--- config.mk ---
export PLATFORM = sky130hd
export DESIGN_NAME = uart_rx_os16
export DESIGN_NICKNAME = d
export VERILOG_FILES = /design/src/rtl/uart_rx_os16.sv
export SDC_FILE = /design/constraint.sdc
export NUM_CORES = 1
export LEC_CHECK = 0
export BUFFER_PORTS_ARGS = -buffer_cell sky130_fd_sc_hd__buf_2
export CAP_MARGIN = 20
export CORE_ASPECT_RATIO = 1.4
export CORE_MARGIN = 8
export CORE_UTILIZATION = 51
export DETAILED_ROUTE_END_ITERATION = 6
export PLACE_DENSITY_LB_ADDON = 0.1
export SLEW_MARGIN = 0
export SYNTH_ARGS = -nofsm -noshare
export SYNTH_HDL_FRONTEND = slang
export SYNTH_SLANG_ARGS = --single-unit
export TNS_END_PERCENT = 50
--- constraint.sdc ---
create_clock -name clk -period 3.4 [get_ports clk]
set_input_delay 0.34 -clock clk [delete_from_list [all_inputs] [get_ports clk]]
set_output_delay 0.34 -clock clk [all_outputs]
set_load 0.1 [all_outputs]
--- src/rtl/uart_rx_os16.sv ---
// 8N1 UART receiver driven by a shared 16x-baud tick strobe.
// Synchronises rx, validates the start bit at mid-bit, samples data at bit centres, checks the stop bit.
module uart_rx_os16 #(
   parameter int DBIT    = 8,
   parameter int SB_TICK = 16
) (
   input  logic            clk,
   input  logic            rst,
   input  logic            s_tick,
   input  logic            rx,
   output logic [DBIT-1:0] rx_data,
   output logic            rx_done,
   output logic            frame_err,
   output logic            busy
);

   localparam int BW = (DBIT > 1) ? $clog2(DBIT) : 1;

   typedef enum logic [2:0] {
      IDLE,
      START,
      DATA,
      STOP,
      WAIT_IDLE
   } state_t;

   state_t          state_q;
   logic            sync1_q;
   logic            rx_s_q;
   logic [3:0]      tick_cnt_q;
   logic [BW-1:0]   bit_cnt_q;
   logic [DBIT-1:0] shreg_q;
   logic [DBIT-1:0] rx_data_q;
   logic            rx_done_q;
   logic            frame_err_q;

   always_ff @(posedge clk) begin
      if (rst) begin
         state_q     <= IDLE;
         sync1_q     <= 1'b1;
         rx_s_q      <= 1'b1;
         tick_cnt_q  <= '0;
         bit_cnt_q   <= '0;
         shreg_q     <= '0;
         rx_data_q   <= '0;
         rx_done_q   <= 1'b0;
         frame_err_q <= 1'b0;
      end else begin
         sync1_q     <= rx;
         rx_s_q      <= sync1_q;
         rx_done_q   <= 1'b0;
         frame_err_q <= 1'b0;
         case (state_q)
            IDLE: begin
               if (!rx_s_q) begin
                  tick_cnt_q <= '0;
                  state_q    <= START;
               end
            end
            START: begin
               if (s_tick) begin
                  if (tick_cnt_q == 4'd7) begin
                     // Line high at mid start bit means a glitch: drop it silently.
                     if (!rx_s_q) begin
                        tick_cnt_q <= '0;
                        bit_cnt_q  <= '0;
                        state_q    <= DATA;
                     end else begin
                        state_q <= IDLE;
                     end
                  end else begin
                     tick_cnt_q <= tick_cnt_q + 4'd1;
                  end
               end
            end
            DATA: begin
               if (s_tick) begin
                  if (tick_cnt_q == 4'd15) begin
                     tick_cnt_q <= '0;
                     shreg_q    <= {rx_s_q, shreg_q[DBIT-1:1]};
                     if (bit_cnt_q == BW'(DBIT - 1)) begin
                        state_q <= STOP;
                     end else begin
                        bit_cnt_q <= bit_cnt_q + 1'b1;
                     end
                  end else begin
                     tick_cnt_q <= tick_cnt_q + 4'd1;
                  end
               end
            end
            STOP: begin
               if (s_tick) begin
                  if (tick_cnt_q == 4'(SB_TICK - 1)) begin
                     if (rx_s_q) begin
                        rx_data_q <= shreg_q;
                        rx_done_q <= 1'b1;
                        state_q   <= IDLE;
                     end else begin
                        frame_err_q <= 1'b1;
                        state_q     <= WAIT_IDLE;
                     end
                  end else begin
                     tick_cnt_q <= tick_cnt_q + 4'd1;
                  end
               end
            end
            WAIT_IDLE: begin
               // A held-low line (break) must not look like a fresh start bit.
               if (rx_s_q) begin
                  state_q <= IDLE;
               end
            end
            default: state_q <= IDLE;
         endcase
      end
   end

   assign rx_data   = rx_data_q;
   assign rx_done   = rx_done_q;
   assign frame_err = frame_err_q;
   assign busy      = (state_q != IDLE);

endmodule
=== Word level (Yosys, flattened, before mapping) ===
Cells that the tools add are included.

* $add $sub $neg: 2
* Equal/unequal tests: 19
* Mux-type cells: 29
* Bitwise operators: 3
* Reduce and logical (&&, ||, !) cells: 10

{| class="wikitable"
|+ Operator list
! kind !! count
|-
| 3-bit two-way mux || 16
|-
| 4-bit two-way mux || 7
|-
| 2-bit inequality test (second input constant) || 12
|-
| 4-bit case mux with 4 select lines || 1
|-
| 3-bit case mux with 5 select lines || 1
|-
| 9-bit AND reduction || 1
|-
| 7-bit AND reduction || 1
|-
| 3-bit by 2-bit equality test with 1-bit output (second input constant) || 2
|-
| 3-bit equality test (second input constant) || 2
|-
| 3-bit case mux with 2 select lines || 1
|-
| 5-bit AND reduction || 1
|-
| 4-bit by 1-bit adder with 4-bit output (second input constant) || 1
|-
| 4-bit by 3-bit equality test with 1-bit output (second input constant) || 1
|-
| 4-bit equality test (second input constant) || 1
|-
| 4-bit AND reduction || 1
|-
| 4-bit nonzero test || 1
|-
| 4-bit OR reduction || 1
|-
| 3-bit by 1-bit adder with 3-bit output (second input constant) || 1
|-
| 3-bit by 1-bit equality test with 1-bit output (second input constant) || 1
|-
| 3-bit zero test || 1
|-
| 1-bit inverter || 3
|-
| 3-bit AND reduction || 1
|-
| 3-bit nonzero test || 1
|-
| 1-bit two-way mux || 2
|-
| other kinds (2) || 2
|}

* Bits in registers: 30
* Input bits: 4
* Output and inout port bits: 11
* Logic and storage cells: 72

=== Longest topological paths before layout ===
Gate-level depths: netlist of run 1.

* Word-level depth: 5
* Depth in mapped cells: 6
* Gate-level depth less buffers: 6

=== Worst setup path after synthesis of run 1 ===
Ideal clock, no wire load.

* Path kind: flip-flop to output port
* Start point: register state_q[1]
* End point: output busy
* Data arrival time: 1.341 ns
* Required time: 3.060 ns
* Setup slack: 1.719 ns
* Cell stages (with the launch flop): 4
* Buffers on the path: 2
* Path through: dfxtp_1 > buf_4 > buf_4 > or3_1

* Cells in the longest elaborated chain, start to end: 1

{| class="wikitable"
|+ RTL lines
! element !! line !! source
|-
| start, declared || 27 || <nowiki>state_t state_q;</nowiki>
|-
| start signal, assigned || 39 || <nowiki>state_q <= IDLE;</nowiki>
|-
| start signal, assigned || 57 || <nowiki>state_q <= START;</nowiki>
|-
| start signal, assigned || 67 || <nowiki>state_q <= DATA;</nowiki>
|-
| 3-bit nonzero test || 121 || <nowiki>assign busy = (state_q != IDLE);</nowiki>
|-
| end, declared || 14 || <nowiki>output logic busy</nowiki>
|}

Every way passes these cells.

=== Final worst setup path of run 1 ===
* Start point: register tick_cnt_q[0]
* End point: register rx_data_q[3], in the netlist rx_data[3]

* Cells in the longest elaborated chain, start to end: 2

{| class="wikitable"
|+ RTL lines
! element !! line !! source
|-
| start, declared || 30 || <nowiki>logic [3:0] tick_cnt_q;</nowiki>
|-
| start signal, assigned || 72 || <nowiki>tick_cnt_q <= tick_cnt_q + 4'd1;</nowiki>
|-
| start signal, assigned || 87 || <nowiki>tick_cnt_q <= tick_cnt_q + 4'd1;</nowiki>
|-
| start signal, assigned || 103 || <nowiki>tick_cnt_q <= tick_cnt_q + 4'd1;</nowiki>
|-
| 4-bit equality test || 93 || <nowiki>if (tick_cnt_q == 4'(SB_TICK - 1)) begin</nowiki>
|-
| 4-bit AND reduction (no line) || - ||
|-
| end signal, assigned || 95 || <nowiki>rx_data_q <= shreg_q;</nowiki>
|-
| end, declared || 33 || <nowiki>logic [DBIT-1:0] rx_data_q;</nowiki>
|}

Every way passes these cells.
A chain may end at the register's enable or synchronous reset.

==> results.sh, run 1 <==
export IMPL_final_cells=203
export IMPL_hpwl_um=1990
export IMPL_grt_max_degree=31
export IMPL_postSynthAreaPerCell_um2=9.40
export IMPL_drt_wl_total_um=2790
export IMPL_cts_sinks=30
export IMPL_grt_pass1_vias=1086
export IMPL_criticalPathCategory="flop to flop"
export IMPL_tns_ns=0
export IMPL_dr_pass1_iters=4
export IMPL_cp_end_kind="flop"
export IMPL_hold_viol_final=0
export IMPL_area_delta_synth_final_pct=9.92
export IMPL_via_per_inst=5.56
export IMPL_hold_class="primary input to flop"
export IMPL_endpoint="rx_data[3]$_SDFFE_PP0P_"
export IMPL_syn_inst=157
export IMPL_start_kind="flop"
export IMPL_antenna_found_initial=0
export IMPL_p_leak_nw=0.601
export IMPL_coreArea_um2=2820
export IMPL_worstSetupStartpoint="tick_cnt_q[0]$_SDFFE_PP0P_"
export IMPL_post_cts_resized=0
export IMPL_fp_dieW_um=61.5
export IMPL_syn_area_um2=1480
export IMPL_relSlewSlack=0.591
export IMPL_yosys_warnings=0
export IMPL_drv_slew=0
export IMPL_pre_cts_slack_ns=1.42
export IMPL_max_stage_delay_ns=0.51
export IMPL_pwr_density_cell_nw_per_um2=508
export IMPL_period_minus_slack_ns=1.99
export IMPL_synth_ff_type="dfxtp_1"
export IMPL_grt_total_usage=0.122
export IMPL_max_freq_ghz=0.501
export IMPL_die_area_um2=4900
export IMPL_ant_nets=0
export IMPL_syn_nets=164
export IMPL_cts_root_buf="clkbuf_8"
export IMPL_synth_edf_count=0
export IMPL_cap_violations=0
export IMPL_ir_drop_v=0.000346
export IMPL_drive_gt1_frac=0.169
export IMPL_drc=0
export IMPL_ys_seq_area_frac=0.407
export IMPL_grt_overflow_total=0
export IMPL_clk_pin_slew_ns=0.06
export IMPL_initial_core_util=0.524
export IMPL_yosys_register_bits=30
export IMPL_path_max_fanout=11
export IMPL_num_rows=23
export IMPL_ys_types=46
export IMPL_routabilityCongestion=0.833
export IMPL_wl_per_cell_um=13.8
export IMPL_via_count=1128
export IMPL_worst_slew_pin_slew_ns=0.610
export IMPL_grt_pass1_wl_um=4630
export IMPL_dp_cells=195
export IMPL_skew_ns=0.00374
export IMPL_cts_tree="yes"
export IMPL_outcome="complete, no violations"
export IMPL_htreeDepth=2
export IMPL_cts_buffers=5
export IMPL_synthArstFlopShare=0
export IMPL_arrival_ns=2.14
export IMPL_nNetsFinal=172
export IMPL_fin_ws_ns=1.41
export IMPL_drt_iter0_drc=22
export IMPL_rr_worst_depth=5
export IMPL_finalSetupViolations=0
export IMPL_holdBufCountCts=0
export IMPL_slowest_stage="and3_1"
export IMPL_die_h_um=79.7
export IMPL_reg2reg_slack_ns=1.41
export IMPL_io_buffers=14
export IMPL_n_antenna_cell=0
export IMPL_cp_required_ns=3.54
export IMPL_cts_buffer_depth=2
export IMPL_clk_latency_ns=0.27
export IMPL_power_mw=0.825
export IMPL_ios=15
export IMPL_regToRegEndpoint="rx_data[3]$_SDFFE_PP0P_"
export IMPL_r2r_start="tick_cnt_q[0]$_SDFFE_PP0P_"
export IMPL_post_cts_buffers=0
export IMPL_rsz0062_at_grt="no"
export IMPL_crit_chain="ha_1 > and4_1 > and3_1 > mux2i_1 > nor2_1"
export IMPL_post_route_period_util=0.587
==> Yosys cell counts, drive strengths merged (4+ instances only) <==
| master | n | area, µm² |
|---|---|---|
| clkbuf | 4 | 15.0 |
| dfxtp | 30 | 601 |
| a21oi | 7 | 35.0 |
| nor2b | 4 | 25.0 |
| or3 | 4 | 25.0 |
| buf | 9 | 61.3 |
| mux2i | 16 | 160 |
| nor2 | 17 | 63.8 |
| nor3b | 4 | 30.0 |
| o21ai | 6 | 30.0 |
| nand2 | 4 | 15.0 |
| mux2 | 4 | 45.0 |
==> logic make-up after synthesis <==
kind of cell             count (synthesis)  synth area share
AO/OA/AOI/OAI                           29             0.137
adder cells (fa/ha/maj)                  3            0.0254
AND/OR/NAND/NOR                         56             0.214
XOR/XNOR                                 3            0.0178
flip-flops                              30             0.407
buffers and inverters                   16            0.0593
multiplexers                            20             0.139
==> sequential cells by signal (all words and copies together), names as in the netlist <==
signal / flops
tick_cnt_q: 4
state_q: 3
rx_data: 8
shreg_q: 8
sync1_q: 1
rx_s_q: 1
frame_err: 1
rx_done: 1
bit_cnt_q: 3
==> layout make-up <==
cell class	instances	area (µm²)
clock inverter	1	30.0
tap	37	46.3
clock buffer	7	76.3
sequential	30	601
multi-input combinational	111	788
timing repair buffer	14	70.1
fill	301	1200
inverter	3	11.3
==> layout by cell type, fill, tap and decap left out, types with 5 or more instances in the layout <==
cell type / Yosys / final
mux2i_1: 16 / 16
o21ai_0: 6 / 6
nor2_1: 17 / 17
dfxtp_1: 30 / 30
buf_2: 4 / 14
a21oi_1: 7 / 7
clkbuf_8: 0 / 5
==> power by group <==
group          switching (mW)  internal (mW)  total [mW]
Combinational          0.0662         0.0394       0.106
Clock                   0.121          0.219       0.340
Sequential             0.0198          0.360       0.379
==> worst max-delay path: cells and delay by family, from the launching register on <==
family | cells | cell delay [ns]
and+or+nand+nor | 3 | 0.88
muxes | 1 | 0.24
adders and majority gates | 1 | 0.38
DFF | 1 | 0.36
==> routing by layer <==
metal,wire length [µm],share of wire,vias up,track usage
li1,-,-,572,-
met1,1200,0.43,536,0.128
met2,1440,0.52,18,0.202
met3,141,0.051,2,0.0452
met4,9,0.0032,0,0.0641
met5,0,0,-,0
==> stage by stage <==
step / area (µm²) / hold slack, ns / utilization
6_report: 1620 / 0.254 / 0.575
5_1_grt: 1620 / 0.253 / 0.575
4_1_cts: 1620 / 0.238 / 0.575
3_5_place_dp: 1520 / 0.403 / 0.538
3_3_place_gp: 1520 / 0.392 / 0.538
2_1_floorplan: 1480 / 0.389 / -
==> how the worst min path moves through the flow <==
stage	slack, ns	to	depth (start not counted)	startpoint
CTS	0.24	sync1_q$_SDFF_PP1_	2	rx
floorplan	0.39	rx_s_q$_SDFF_PP1_	1	sync1_q$_SDFF_PP1_
finish	0.25	sync1_q$_SDFF_PP1_	2	rx
global placement	0.39	rx_s_q$_SDFF_PP1_	1	sync1_q$_SDFF_PP1_
detailed placement	0.40	rx_s_q$_SDFF_PP1_	1	sync1_q$_SDFF_PP1_
global route	0.25	sync1_q$_SDFF_PP1_	2	rx
Power figures use the tool's default switching activity.
==> inputs of run 2 (changes only) <==
--- a/config.mk
+++ b/config.mk
@@ -5,6 +5,7 @@
 export SDC_FILE = /design/constraint.sdc
 export NUM_CORES = 1
 export LEC_CHECK = 0
+export ABC_AREA = 1
 export BUFFER_PORTS_ARGS = -buffer_cell sky130_fd_sc_hd__buf_2
 export CAP_MARGIN = 20
 export CORE_ASPECT_RATIO = 1.4
==> constraint.sdc (replaced) <==
create_clock -name clk -period 1.8 [get_ports clk]
set_input_delay 0.18 -clock clk [delete_from_list [all_inputs] [get_ports clk]]
set_output_delay 0.18 -clock clk [all_outputs]
set_load 0.1 [all_outputs]
==> run 2 against run 1 <==
  * Clock skew up 0.0074 ns
  * Via count rose by 13%
  * Global-route usage rose by 2.1 points
  * Die area shrank 5.2%
  * Sequential power up 110%
  * Synthesized cell count grew 25%
  * Clock power increased by 110%
  * Core utilization rose by 5.0 points
  * Flip-flop and latch count stayed put
  * Design area shrank 0.23%
  * Register-to-register slack got worse by 1.2 ns
  * Routed wire length up 5.7%
  * Critical path type is now flop to output pin
==> results.sh, run 2 <==
export IMPL_cap_violations=0
export IMPL_yosys_register_bits=30
export IMPL_drc=0
export IMPL_drv_slew=0
export IMPL_skew_ns=0.0111
export IMPL_via_per_inst=5.03
export IMPL_ir_drop_v=0.000950
export IMPL_criticalPathCategory="flop to output pin"
export IMPL_n_antenna_cell=0
export IMPL_syn_inst=197
export IMPL_outcome="complete, no violations"
export IMPL_num_rows=22
export IMPL_yosys_warnings=0
export IMPL_dr_pass1_iters=4
export IMPL_worst_slew_pin_slew_ns=0.553
export IMPL_yosysTopAreaCellShare=0.436
export IMPL_clk_pin_slew_ns=0.10
export IMPL_hold_ws_ns=0.0913
export IMPL_wl_per_cell_um=11.6
export IMPL_post_cts_buffers=0
export IMPL_filler_cell_count=272
export IMPL_synth_edf_count=0
export IMPL_routabilityCongestion=0.873
export IMPL_max_stage_delay_ns=0.47
export IMPL_cts_buffer_depth=2
export IMPL_postSynthAreaPerCell_um2=6.99
export IMPL_fp_dieW_um=59.9
export IMPL_coreArea_um2=2590
export IMPL_slowest_stage="dfxtp_1"
export IMPL_crit_chain="nor2_1 > nand2_1 > buf_2"
export IMPL_hold_class="primary input to flop"
export IMPL_cts_sinks=30
export IMPL_hold_viol_final=0
export IMPL_grt_total_usage=0.143
export IMPL_start_kind="flop"
export IMPL_syn_nets=204
export IMPL_max_freq_ghz=0.605
export IMPL_rsz0062_at_grt="no"
export IMPL_cts_buffers=5
export IMPL_grt_max_degree=24
export IMPL_cp_end_kind="output pin"
export IMPL_nNetsFinal=224
export IMPL_die_area_um2=4640
export IMPL_period_minus_slack_ns=1.65
export IMPL_synth_top_cells_by_count="56 x nor2_1, 30 x dfxtp_1, 29 x nand2_1"
export IMPL_synthArstFlopShare=0
export IMPL_hpwl_um=2210
export IMPL_p_leak_nw=0.735
export IMPL_synthTopCellsByArea="dfxtp_1 44%, nor2_1 15%, nand2_1 7.9%"
export IMPL_power_mw=2.01
export IMPL_relSlewSlack=0.631
export IMPL_via_count=1277
export IMPL_cp_required_ns=1.62
export IMPL_crit_family="flip-flops"
export IMPL_post_route_period_util=0.918
export IMPL_grt_pass1_vias=1230
export IMPL_mostFrequentLayoutCells="56 x nor2_1, 30 x dfxtp_1, 29 x nand2_1"
export IMPL_place_area_um2=1480
export IMPL_yosysMostFrequentCell="nor2_1"
export IMPL_ys_types=22
export IMPL_clk_latency_ns=0.33
export IMPL_path_max_fanout=7
export IMPL_drt_iter0_drc=26
export IMPL_die_h_um=77.5
export IMPL_htreeDepth=2
export IMPL_initial_core_util=0.532
export IMPL_cts_tree="yes"
export IMPL_ys_seq_area_frac=0.436
export IMPL_drive_gt1_frac=0.193
export IMPL_stdcell_area_um2=1620
export IMPL_syn_area_um2=1380
export IMPL_crit_buf_inv=1
export IMPL_drt_wl_total_um=2950
export IMPL_final_common_cell="nor2_1"
export IMPL_io_buffers=14
export IMPL_arrival_ns=1.47
export IMPL_area_delta_synth_final_pct=17.6
export IMPL_cts_root_buf="clkbuf_4"
export IMPL_tns_ns=0
export IMPL_antenna_found_initial=0
export IMPL_ios=15
export IMPL_grt_overflow_total=0
export IMPL_finalSetupViolations=0
export IMPL_final_core_util=0.626
export IMPL_pwr_density_cell_nw_per_um2=1240
export IMPL_grt_pass1_wl_um=5190
export IMPL_ant_nets=0
export IMPL_synth_ff_type="dfxtp_1"
export IMPL_yosysTopAreaCell="dfxtp_1"
-- run 2: cells by family (layout without fill, tap and decap cells) --
family	Yosys count	after routing	share of synthesized area
simple gates	118	118	0.380
flops	30	30	0.436
compound gates	28	28	0.105
buf+inv	18	39	0.0518
fa+ha+maj	3	3	0.0273
-- run 2: worst paths after layout --
path | start | end | slack, ns | cells after the start
min | rst | tick_cnt_q[2]$_SDFFE_PP0P_ | 0.09 | 2
max reg2reg | tick_cnt_q[0]$_SDFFE_PP0P_ | shreg_q[7]$_SDFFE_PP0P_ | 0.21 | 7
max | state_q[0]$_SDFFE_PP0P_ | busy | 0.15 | 3
min reg2reg | sync1_q$_SDFF_PP1_ | rx_s_q$_SDFF_PP1_ | 0.43 | 1
-- run 2: final cells by class --
cell class,count,area (µm²),area share
Clock inverter,2,60.1,0.0371
Multi-Input combinational cell,149,717,0.443
Inverter,16,65.1,0.0402
Sequential cell,30,601,0.371
Clock buffer,6,51.3,0.0317
Timing Repair Buffer,15,80.1,0.0495
Tap cell,36,45.0,0.0278
-- run 2: routing by layer --
metal,GRT usage,up-vias,part of all wire
li1,-,674,-
met1,0.147,575,0.44
met2,0.243,18,0.50
met3,0.0512,10,0.041
met4,0.0719,0,0.025
met5,0,-,0
-- run 2: timing repair --
action | CTS | global route
hold buffers | 0 | 1
hold endpoints to repair | 0 | 1
gates resized for setup | 0 | 3
setup endpoints to repair | 0 | 7
-- run 2: worst register-to-register path, cell delays in order (launching register included) --
cell and delay, ns:
dfxtp_1 0.41, ha_1 0.22, nand3_1 0.20, nor2_4 0.20, nand2_2 0.12, inv_2 0.14, o21ai_0 0.09, a21oi_1 0.14
-- run 2: power breakdown --
part	switching [mW]	internal (mW)
logic	0.364	0.161
clock network	0.229	0.470
registers	0.0611	0.723
-- run 2: per-stage QoR --
step / worst slack (ns) / cells
floorplan: 0.376 / 197
global placement: 0.263 / 245
detailed placement: 0.228 / 245
CTS: 0.120 / 253
global route: 0.0100 / 254
finish: 0.147 / 254
